[src/rtl/cla_nibble_seq.sv]
// rtl/cla_nibble_seq.sv - multi-cycle add/sub sequencer reusing one 4-bit carry-lookahead nibble stage
module cla_nibble_seq #(
  parameter int WIDTH = 16,
  parameter int NNIB  = WIDTH / 4
) (
  input  logic             clk,
  input  logic             rst_n,
  input  logic             in_valid,
  output logic             in_ready,
  input  logic             op_sub,
  input  logic [WIDTH-1:0] a,
  input  logic [WIDTH-1:0] b,
  output logic             out_valid,
  input  logic             out_ready,
  output logic [WIDTH:0]   sum,
  output logic             busy
);

  localparam int IW = (NNIB > 1) ? $clog2(NNIB) : 1;
  localparam logic [IW-1:0] LAST = IW'(NNIB - 1);

  typedef enum logic [1:0] {IDLE, RUN, DONE} state_t;

  state_t           state;
  logic [WIDTH-1:0] opa;
  logic [WIDTH-1:0] opb;
  logic             carry;
  logic [IW-1:0]    idx;

  logic [3:0] nib_a;
  logic [3:0] nib_b;
  logic [3:0] p;
  logic [3:0] g;
  logic [4:0] c;
  logic [3:0] s;

  // Nibble stage: every carry is formed directly from g/p and the carry register
  always_comb begin
    nib_a = opa[4*idx +: 4];
    nib_b = opb[4*idx +: 4];
    p     = nib_a ^ nib_b;
    g     = nib_a & nib_b;
    c[0]  = carry;
    c[1]  = g[0] | (p[0] & carry);
    c[2]  = g[1] | (p[1] & g[0]) | (p[1] & p[0] & carry);
    c[3]  = g[2] | (p[2] & g[1]) | (p[2] & p[1] & g[0]) | (p[2] & p[1] & p[0] & carry);
    c[4]  = g[3] | (p[3] & g[2]) | (p[3] & p[2] & g[1]) | (p[3] & p[2] & p[1] & g[0])
          | (p[3] & p[2] & p[1] & p[0] & carry);
    s     = p ^ c[3:0];
  end

  // Sequencer: accept operands, walk nibbles LSB first, hold result until consumed
  always_ff @(posedge clk or negedge rst_n) begin
    if (!rst_n) begin
      state     <= IDLE;
      opa       <= '0;
      opb       <= '0;
      carry     <= 1'b0;
      idx       <= '0;
      sum       <= '0;
      out_valid <= 1'b0;
      in_ready  <= 1'b1;
      busy      <= 1'b0;
    end else begin
      case (state)
        IDLE: begin
          if (in_valid) begin
            // Subtraction is a + ~b + 1: invert b here, inject the +1 as carry-in
            opa      <= a;
            opb      <= op_sub ? ~b : b;
            carry    <= op_sub;
            idx      <= '0;
            sum      <= '0;
            state    <= RUN;
            in_ready <= 1'b0;
            busy     <= 1'b1;
          end
        end
        RUN: begin
          sum[4*idx +: 4] <= s;
          carry           <= c[4];
          if (idx == LAST) begin
            sum[WIDTH] <= c[4];
            state      <= DONE;
            out_valid  <= 1'b1;
          end else begin
            idx <= idx + 1'b1;
          end
        end
        DONE: begin
          // The handshake edge only consumes; a new request waits for the IDLE cycle
          if (out_ready) begin
            state     <= IDLE;
            out_valid <= 1'b0;
            in_ready  <= 1'b1;
            busy      <= 1'b0;
          end
        end
        default: begin
          state     <= IDLE;
          out_valid <= 1'b0;
          in_ready  <= 1'b1;
          busy      <= 1'b0;
        end
      endcase
    end
  end

endmodule
[config.mk]
export PLATFORM = sky130hd
export DESIGN_NAME = cla_nibble_seq
export DESIGN_NICKNAME = d
export VERILOG_FILES = /design/src/rtl/cla_nibble_seq.sv
export SDC_FILE = /design/constraint.sdc
export NUM_CORES = 1
export LEC_CHECK = 0
export BUFFER_PORTS_ARGS = -buffer_cell sky130_fd_sc_hd__buf_2
export CAP_MARGIN = 20
export CORE_MARGIN = 10
export CORE_UTILIZATION = 45
export DETAILED_ROUTE_END_ITERATION = 12
export GPL_ROUTABILITY_DRIVEN = 0
export PLACE_DENSITY = 0.7
export SLEW_MARGIN = 20
export SYNTH_ARGS = -nofsm -noshare
export SYNTH_HDL_FRONTEND = slang
export SYNTH_SLANG_ARGS = --single-unit
export TNS_END_PERCENT = 20
[constraint.sdc]
create_clock -name clk -period 2.29 [get_ports clk]
set_input_delay 0.3435 -clock clk [delete_from_list [all_inputs] [get_ports clk]]
set_output_delay 0.3435 -clock clk [all_outputs]
set_load 0.02 [all_outputs]
== Word-level counts from Yosys, hierarchy flattened ==
Index checks and enable logic that the tools add are counted.
Word-level totals
  bits in registers: 57
  output and inout bits: 20
Operators by class
  mux-type cells: 22
  shifts and indexed selects: 4
  reduce and logical (&&, ||, !) cells: 8
  add/sub/neg operators: 2
  bitwise operators: 32
  equal/unequal tests: 7
Operators with widths (number)
  $neg A4 Y34: 1
  $pmux W17 S2: 1
  $shift A4 B34 Y17 const A: 1
  $shiftx A4 B34 Y17: 1
  $shiftx A16 B5 Y4: 2
  $bwmux W17: 1
  $mux W17: 1
  $and A1 B1 Y1: 16
  $mux W16: 1
  $not A16 Y16: 1
  $reduce_and A3 Y1: 4
  $mux W2: 5
  $or A1 B1 Y1: 10
  $pmux W1 S3: 3
  $ne A2 B2 Y1 const B: 4
  $xor A4 B4 Y4: 2
  $mux W1: 7
  $pmux W2 S3: 1
  $and A4 B4 Y4: 1
  $eq A2 B2 Y1 const B: 2
  $pmux W2 S2: 1
  $reduce_and A2 Y1: 2
  $add A2 B1 Y2 const B: 1
  $eq A2 B1 Y1 const B: 1
  4 further kinds: 5

== Longest topological paths before layout ==
Gate-level depths: netlist of run 1.
  depth in word-level cells: 11
  mapped depth: 8
  mapped depth without buffers: 6

== Worst setup path before layout of run 1 ==
Ideal clock, no wire load.
  path kind: reg-to-reg
  from: register idx[0]
  to: register sum[11]
  path buffers: 2
  cell stages (with the launch flop): 9
  arrival time: 2268 ps
  data required time: 2169 ps
  library setup time: 121 ps
  setup slack: -99 ps
  cells stage by stage: dfrtp_1 > clkbuf_1 > buf_4 > mux4_2 > ha_1 > nand3_1 > o211ai_1 > a21oi_1 > a22o_1
On the way
  word-level cells in the longest chain between the ends: 10
  elaborated cells between the ends (all ways): 25
  classes of those cells: 1 x add/sub; 4 x shift; 2 x mux; 18 x bitwise
RTL lines
  from (decl): RTL line 28  | logic [IW-1:0] idx;
  from (signal assigned): RTL line 87  | idx <= idx + 1'b1;
  $shiftx A16 B5 Y4, on equally long branches: RTL line 39, 40
  $xor A4 B4 Y4 / $and A4 B4 Y4 (equally long branches): RTL line 41, 42
  $and A1 B1 Y1: RTL line 46  | c[3] = g[2] | (p[2] & g[1]) | (p[2] & p[1] & g[0]) | (p[2] & p[1] & p[0] & carry);
  $or A1 B1 Y1 / $and A1 B1 Y1 (equally long branches) (2 in series): RTL line 46
  $or A1 B1 Y1: RTL line 46
  $xor A4 B4 Y4: RTL line 49  | s = p ^ c[3:0];
  $shiftx A4 B34 Y17: RTL line 80  | sum[4*idx +: 4] <= s;
  $bwmux W17 *: RTL line 80
  $pmux W17 S2 *: RTL line 65  | case (state)
  to (signal, indexed assignment): RTL line 80
  to (signal, indexed assignment): RTL line 83  | sum[WIDTH] <= c[4];
  to (decl): RTL line 15  | output logic [WIDTH:0] sum,
Mark *: on every way between the ends. The rest lies on a longest branch, timed or not.
A chain may end at the register's enable or synchronous reset.

== Worst setup path in the final report of run 1 ==
  from: register idx[0]
  to: register sum[16]
On the way
  word-level cells in the longest chain between the ends: 11
  elaborated cells between the ends (all ways): 38
  classes of those cells: 1 x add/sub; 1 x eq/ne; 4 x shift; 3 x mux; 29 x bitwise
RTL lines
  $shiftx A16 B5 Y4, on equally long branches: RTL line 39, 40
  $xor A4 B4 Y4 / $and A4 B4 Y4 (equally long branches): RTL line 41, 42
  $and A1 B1 Y1: RTL line 46
  $or A1 B1 Y1 / $and A1 B1 Y1 (equally long branches) (2 in series): RTL line 46
  $or A1 B1 Y1: RTL line 46
  $xor A4 B4 Y4: RTL line 49
  $shiftx A4 B34 Y17: RTL line 80
  $bwmux W17: RTL line 80
  $mux W1 *: RTL line 82  | if (idx == LAST) begin
  $pmux W17 S2 *: RTL line 65
Marked as above.

==> results.md, run 1 <==
- #FFs+latches synth: 57
- Starting Density: 47.1%
- Setup Skew: 0.00593 ns
- GRT Total Usage: 13.4%
- First-pass GRT wire length: 10600 um
- RSZ-0062 raised after global routing: true
- H-Tree Level Count: 3
- Tightest Pin Transition: 0.612 ns
- Critical path endpoint category: flip-flop
- Synth Flop Type: dfrtp_1
- Core area: 5990 um2
- Peak VDD IR: 0.000681 V
- Arr. time, crit path: 2.46 ns
- Full die area: 9830 um2
- Worst endpoint required time: 2.51 ns
- Max cap viols: 0
- Area Growth Syn to Fin: 24.2%
- Most area-consuming cells after synthesis: dfrtp_1, nand2_1, mux4_2
- Internal power: 3.37 mW
- Synth async-reset ratio: 100%
- Clk buf depth: 2
- Via/cell ratio: 5.13
- Clk_lat worst skew: 0.34 ns
- Net Sw Frac: 39.5%
- Fmax: 447 MHz
- Post-synth net total: 310
- Yosys cell types: 40
- Post-Layout Cell Count: 408
- Vias in the first global route: 2268
- First DRT Iteration DRCs: 116
- Post-DP Area: 3190 um2
- Crit-path max FO: 4
- Inserted Clock Buffers: 9
- Slew HR: 59.2%
- Setup violators final: 0
- Final nets: 374
- # IOs: 57
- Pwr per Cell Area: 1590 nW/um2
- Cell Rows: 28
- Min Clock Period, post-route: 2.24 ns
- Reg2reg start: idx[0]$_DFFE_PN0P_
- Die height: 99.1 um
- Cell area after synthesis: 2820 um2
- Routed Wire Length: 6190 um
- Pin count of the biggest net entering global routing: 50
- Gate power share: 51.9%
- Worst min path class: input pin to async pin
- DP HPWL: 4660 um
- Worst Reg-to-Reg Cells: 7
- Static Leak: 1.71 nW
- Yosys warning count: 0
- Flop pwr share: 30.7%
- Reg2reg end: sum[16]$_DFFE_PN0P_
- DRC violations left: 0
- Slew Limit Fails: 0
- Die width: 99.1 um
- Period utilization: 97.8%
- Post-Layout Inst Area: 3500 um2
- Remaining Overflow, GRT: 0
- Routed length per placed instance: 15.2 um
- Root Driver: clkbuf_8
- Register area share after synthesis: 50.6%
- Type of the worst setup path: flip-flop to flip-flop
- Via count: 2091
- Placed instance count: 392
- Critical path launch point type: flip-flop
- DR pass1 iterations: 4
- Buffers added on ports: 56
- Net Switching: 2.20 mW
- Outcome: finished clean
- Crit-path slowest cell: mux4_2
- Dominant cell type by area after synthesis: dfrtp_1
- # diodes: 0
- Critical Path Max Stage Delay: 0.52 ns
- Clock tree sinks: 57
- Share of post-route cells with drive strength above 1: 32.4%
- EDFF count, synth: 0
- Hold-fix buffers, CTS: 0
- Slack of the worst reg-to-reg path: 0.05 ns
- Area of the multi-input gates: 1350 um2
- Final ANT Viol Nets: 0
- Register Area: 1430 um2
- Synth top area share: 49.7%
- CTS tree: done
- Initial antenna violation count: 0
- CP cell instances: buf_6 > mux4_2 > buf_4 > fa_2 > nor3b_2 > o31ai_1 > a2bb2oi_1
- Synthesized area per cell: 10.7 um2
- Final hold vios: 0
- # fillers: 530
- Worst-path clk slew: 0.06 ns
- Clock power frac: 17.5%
- Fin util: 58.4%
- Synth Instances: 264
==> worst max-delay path by stage <==
stage                                  start             endpoint  slack, ns  cells past startpoint
after floorplan           idx[0]$_DFFE_PN0P_  sum[11]$_DFFE_PN0P_      0.006                      8
after global placement    idx[0]$_DFFE_PN0P_  sum[16]$_DFFE_PN0P_       0.09                      7
after detailed placement  idx[0]$_DFFE_PN0P_  sum[11]$_DFFE_PN0P_       0.02                      7
after CTS                 idx[0]$_DFFE_PN0P_  sum[11]$_DFFE_PN0P_      0.005                      7
after global routing      idx[0]$_DFFE_PN0P_   sum[3]$_DFFE_PN0P_      -0.05                      8
final                     idx[0]$_DFFE_PN0P_  sum[16]$_DFFE_PN0P_       0.05                      7
==> sequential cells by signal, indices dropped and copies added (netlist names) <==
register / flops
busy: 1
in_ready: 1
opb: 16
sum: 17
state: 2
carry: 1
out_valid: 1
idx: 2
opa: 16
==> worst max-delay path, delay by kind of cell (launching register included) <==
kind | cells | cell delay (ns)
muxes | 1 | 0.52
adders and majority gates | 1 | 0.45
DFF | 1 | 0.36
AOI/OAI and AO/OA | 2 | 0.34
buffers and inverters | 2 | 0.28
and+or+nand+nor | 1 | 0.17
==> layout make-up <==
type / instances / share of cell area (%)
multi-input combinational: 185 / 38.6
inverter: 6 / 0.643
sequential: 57 / 40.8
clock inverter: 2 / 1.00
tap: 75 / 2.68
timing repair buffer: 69 / 11.4
clock buffer: 14 / 4.93
==> cells in the mapped netlist (2+ instances only) <==
cell and count:
nand2_1 69, dfrtp_1 56, o21ai_0 21, xnor2_1 17, a22o_1 15, a21oi_1 8, ha_1 8, mux4_2 8
buf_2 7, inv_1 6, nor2_1 6, nand3_1 5, buf_6 4, nor3b_1 3, o211ai_1 3, buf_4 2
clkbuf_1 2, nor2b_1 2
==> per-layer routing <==
layer  track usage (%)  vias to the layer above  part of all wire (%)
li1                  -                     1040                     -
met1              15.8                      971                    45
met2              20.4                       68                    45
met3              6.44                       12                   7.6
met4              5.62                        0                   1.7
met5                 0                        -                     0
==> power by group through the flow <==
stage / sequential [mW] / clock, mW / combinational (mW)
after floorplan: 1.74 / 0 / 1.77
after CTS: 1.71 / 1.01 / 2.57
after global placement: 1.72 / 0 / 2.50
final: 1.71 / 0.973 / 2.89
after detailed placement: 1.73 / 0 / 2.56
after global routing: 1.77 / 1.05 / 3.24
==> through the flow <==
step                total power [mW]  hold WS, ns  setup TNS (ns)  worst slack (ns)
floorplan                       3.51       0.0479               0           0.00552
CTS                             5.28      0.00711               0           0.00499
global placement                4.22        0.378               0            0.0899
finish                          5.57       0.0142               0            0.0513
global route                    6.06       0.0545          -0.174           -0.0507
detailed placement              4.28        0.391               0            0.0225
==> cells by family after synthesis <==
| group | synth area share (%) |
|---|---|
| and+or+nand+nor | 14.6 |
| DFF | 50.6 |
| muxes | 6.39 |
| adders and majority gates | 4.26 |
| buffers and inverters | 4.97 |
| AOI/OAI and AO/OA | 13.5 |
| xor gates and xnor gates | 5.59 |
==> repair_timing <==
action | 4_1_cts | 5_1_grt
buffers inserted | 0 | 1
resized for setup | 0 | 15
setup endpoints to repair | 0 | 13
==> cells in the final DEF (no fill, tap or decap), types with 2 or more instances in the layout <==
| master | count |
|---|---|
| buf_2 | 56 |
| a22o_1 | 15 |
| nor2b_1 | 2 |
| clkbuf_1 | 2 |
| dfrtp_1 | 56 |
| o21ai_0 | 21 |
| buf_6 | 2 |
| mux4_2 | 8 |
| xnor2_1 | 17 |
| nor2_1 | 6 |
| clkbuf_8 | 12 |
| nand3_1 | 5 |
| nor3b_2 | 3 |
| o211ai_1 | 3 |
| buf_4 | 10 |
| nand2_1 | 69 |
| ha_4 | 4 |
| ha_1 | 4 |
| inv_1 | 6 |
| a21oi_1 | 6 |
Note: power is estimated with default switching activity, not from simulation.
==> run 2: changes to the inputs <==
CORE_MARGIN = not set   (was 10)
REMOVE_ABC_BUFFERS = 1   (was not set)
==> run 2 against run 1 <==
Global-route usage rose by 6.3 points. First-iteration DRC count rose by 17%. Via count fell by 1.2%. Fmax rose by 3.1%. Final cell count fell by 0.25%. Highest routed layer unchanged.
==> results.md, run 2 (same netlist as run 1, synthesis figures left out) <==
- Outcome: finished clean
- Die width: 81.1 um (-18%)
- Pwr per Cell Area: 1570 nW/um2 (-1.3%)
- Share of post-route cells with drive strength above 1: 31.6% (-0.81 points)
- Register Area: 1430 um2 (about the same)
- # fillers: 510 (-3.8%)
- Full die area: 6580 um2 (-33%)
- CTS tree: done
- Initial antenna violation count: 0 (unchanged)
- Crit-path max FO: 7 (+3)
- Max cap viols: 0 (unchanged)
- # diodes: 0 (unchanged)
- Tightest Pin Transition: 0.610 ns (-0.00184 ns)
- # IOs: 57 (unchanged)
- Min Clock Period, post-route: 2.17 ns (-0.0670 ns)
- Setup violators final: 0 (unchanged)
- Commonest cells after routing, fill and taps aside: nand2_1, buf_2, dfrtp_1, o21ai_0, xnor2_1
- Buffers added on ports: 56 (unchanged)
- Type of the worst setup path: flip-flop to flip-flop
- Final nets: 374 (unchanged)
- Post-Layout Cell Count: 407 (-0.25%)
- Slew HR: 59.3% (+0.12 points)
- Design Power: 5.41 mW (-2.9%)
- Inserted Clock Buffers: 9 (unchanged)
- Max reg flops: 17 (unchanged)
- First DRT Iteration DRCs: 136 (+17%)
- Worst Reg-to-Reg Cells: 7 (unchanged)
- Final hold vios: 0 (unchanged)
- Starting Density: 47.1% (unchanged)
- Largest regs: sum: 17 flops, opa: 16 flops, opb: 16 flops
- Core area: 5990 um2 (unchanged)
- Clk buf depth: 2 (unchanged)
- Clk_lat worst skew: 0.34 ns (about the same)
- Arr. time, crit path: 2.39 ns (-0.07 ns)
- Critical path launch point type: flip-flop
- Setup Skew: 0.00646 ns (+0.000523 ns)
- Remaining Overflow, GRT: 0 (unchanged)
- RSZ-0062 raised after global routing: false
- DP HPWL: 4120 um (-12%)
- Critical path endpoint category: flip-flop
- Final ANT Viol Nets: 0 (unchanged)
- Vias in the first global route: 2014 (-11%)
- GRT Total Usage: 19.6% (+6.3 points)
- Worst min path class: input pin to async pin
- Worst-path clk slew: 0.06 ns (about the same)
- Worst endpoint required time: 2.51 ns (about the same)
- DR pass1 iterations: 4 (unchanged)
- Static Leak: 1.69 nW (-1.3%)
- Most common cell after layout, fill and taps aside: nand2_1
- Clock tree sinks: 57 (unchanged)
- Root Driver: clkbuf_8
- First-pass GRT wire length: 9360 um (-12%)
- Die height: 81.1 um (-18%)
- Period utilization: 94.8% (-2.9 points)
- Routed Wire Length: 5610 um (-9.2%)
- Via/cell ratio: 5.07 (-1.0%)
- Reg2reg start: idx[0]$_DFFE_PN0P_
- DRC violations left: 0 (unchanged)
- Placed instance count: 389 (-0.77%)
- Slew Limit Fails: 0 (unchanged)
- H-Tree Level Count: 3 (unchanged)
- Pin count of the biggest net entering global routing: 49 (-2.0%)
- Area Growth Syn to Fin: 22.1%
- Largest reg by FF count: sum
- Cell Rows: 28 (unchanged)
- Slack of the worst reg-to-reg path: 0.12 ns (+0.07 ns)
- Peak VDD IR: 0.000790 V (+16%)
- Reg2reg end: sum[3]$_DFFE_PN0P_
- Fmax: 460 MHz (+3.1%)
- Routed length per placed instance: 13.8 um (-9.0%)
- Area of the multi-input gates: 1310 um2 (-2.8%)
- Via count: 2065 (-1.2%)
run 2: worst max-delay path by stage:
| stage | slack (ns) | startpoint | end |
|---|---|---|---|
| finish | 0.12 | idx[0]$_DFFE_PN0P_ | sum[3]$_DFFE_PN0P_ |
| global route | 0.02 | idx[0]$_DFFE_PN0P_ | sum[9]$_DFFE_PN0P_ |
| CTS | 0.005 | idx[0]$_DFFE_PN0P_ | sum[3]$_DFFE_PN0P_ |
| detailed placement | -0.05 | idx[0]$_DFFE_PN0P_ | sum[3]$_DFFE_PN0P_ |
| global placement | 0.05 | idx[0]$_DFFE_PN0P_ | sum[11]$_DFFE_PN0P_ |
| floorplan | -0.14 | idx[0]$_DFFE_PN0P_ | sum[11]$_DFFE_PN0P_ |
run 2: worst max-delay path, stage by stage, from the launching register on:
cell and delay [ns]:
dfrtp_2 0.42, buf_12 0.14, mux4_2 0.53, ha_4 0.31, nand3_1 0.07, o211ai_1 0.28
a21oi_2 0.10, a22o_1 0.19
run 2: per-stage QoR:
step	area [um2]	worst slack, ns	setup TNS, ns	hold slack, ns	utilization [%]
floorplan	2700	-0.135	-0.997	0.0479	-
global placement	3180	0.0519	0	0.381	53.1
detailed placement	3180	-0.0480	-0.145	0.391	53.1
CTS	3360	0.00495	0	0.0259	56.1
global route	3440	0.0175	0	0.0698	57.5
finish	3440	0.118	0	0.0151	57.5
run 2: per-layer routing:
metal | track usage (%) | part of all wire, %
met5 | 0 | 0
met1 | 24.6 | 46
met3 | 4.27 | 4.2
met2 | 30.9 | 46
met4 | 12.0 | 2.8
run 2: what timing repair did:
action | CTS | global route
gates resized for setup | 1 | 6
setup buffers | 0 | 3
pin swaps | 0 | 5
hold buffers | 0 | 0
endpoints found under the hold margin | 0 | 0
endpoints found under the setup margin | 4 | 11
run 2: where the power goes:
group          total, mW  switching, mW  internal (mW)
registers           1.71          0.280           1.43
logic               2.85           1.49           1.36
clock network      0.847          0.378          0.469
run 2: layout make-up:
type,count,area share (%)
clock buffers,12,4.80
clock inverters,3,0.436
inverters,6,0.654
multi-input cells,185,38.2
flip-flops and latches,57,41.5
well taps,75,2.73
repair buffers,69,11.7
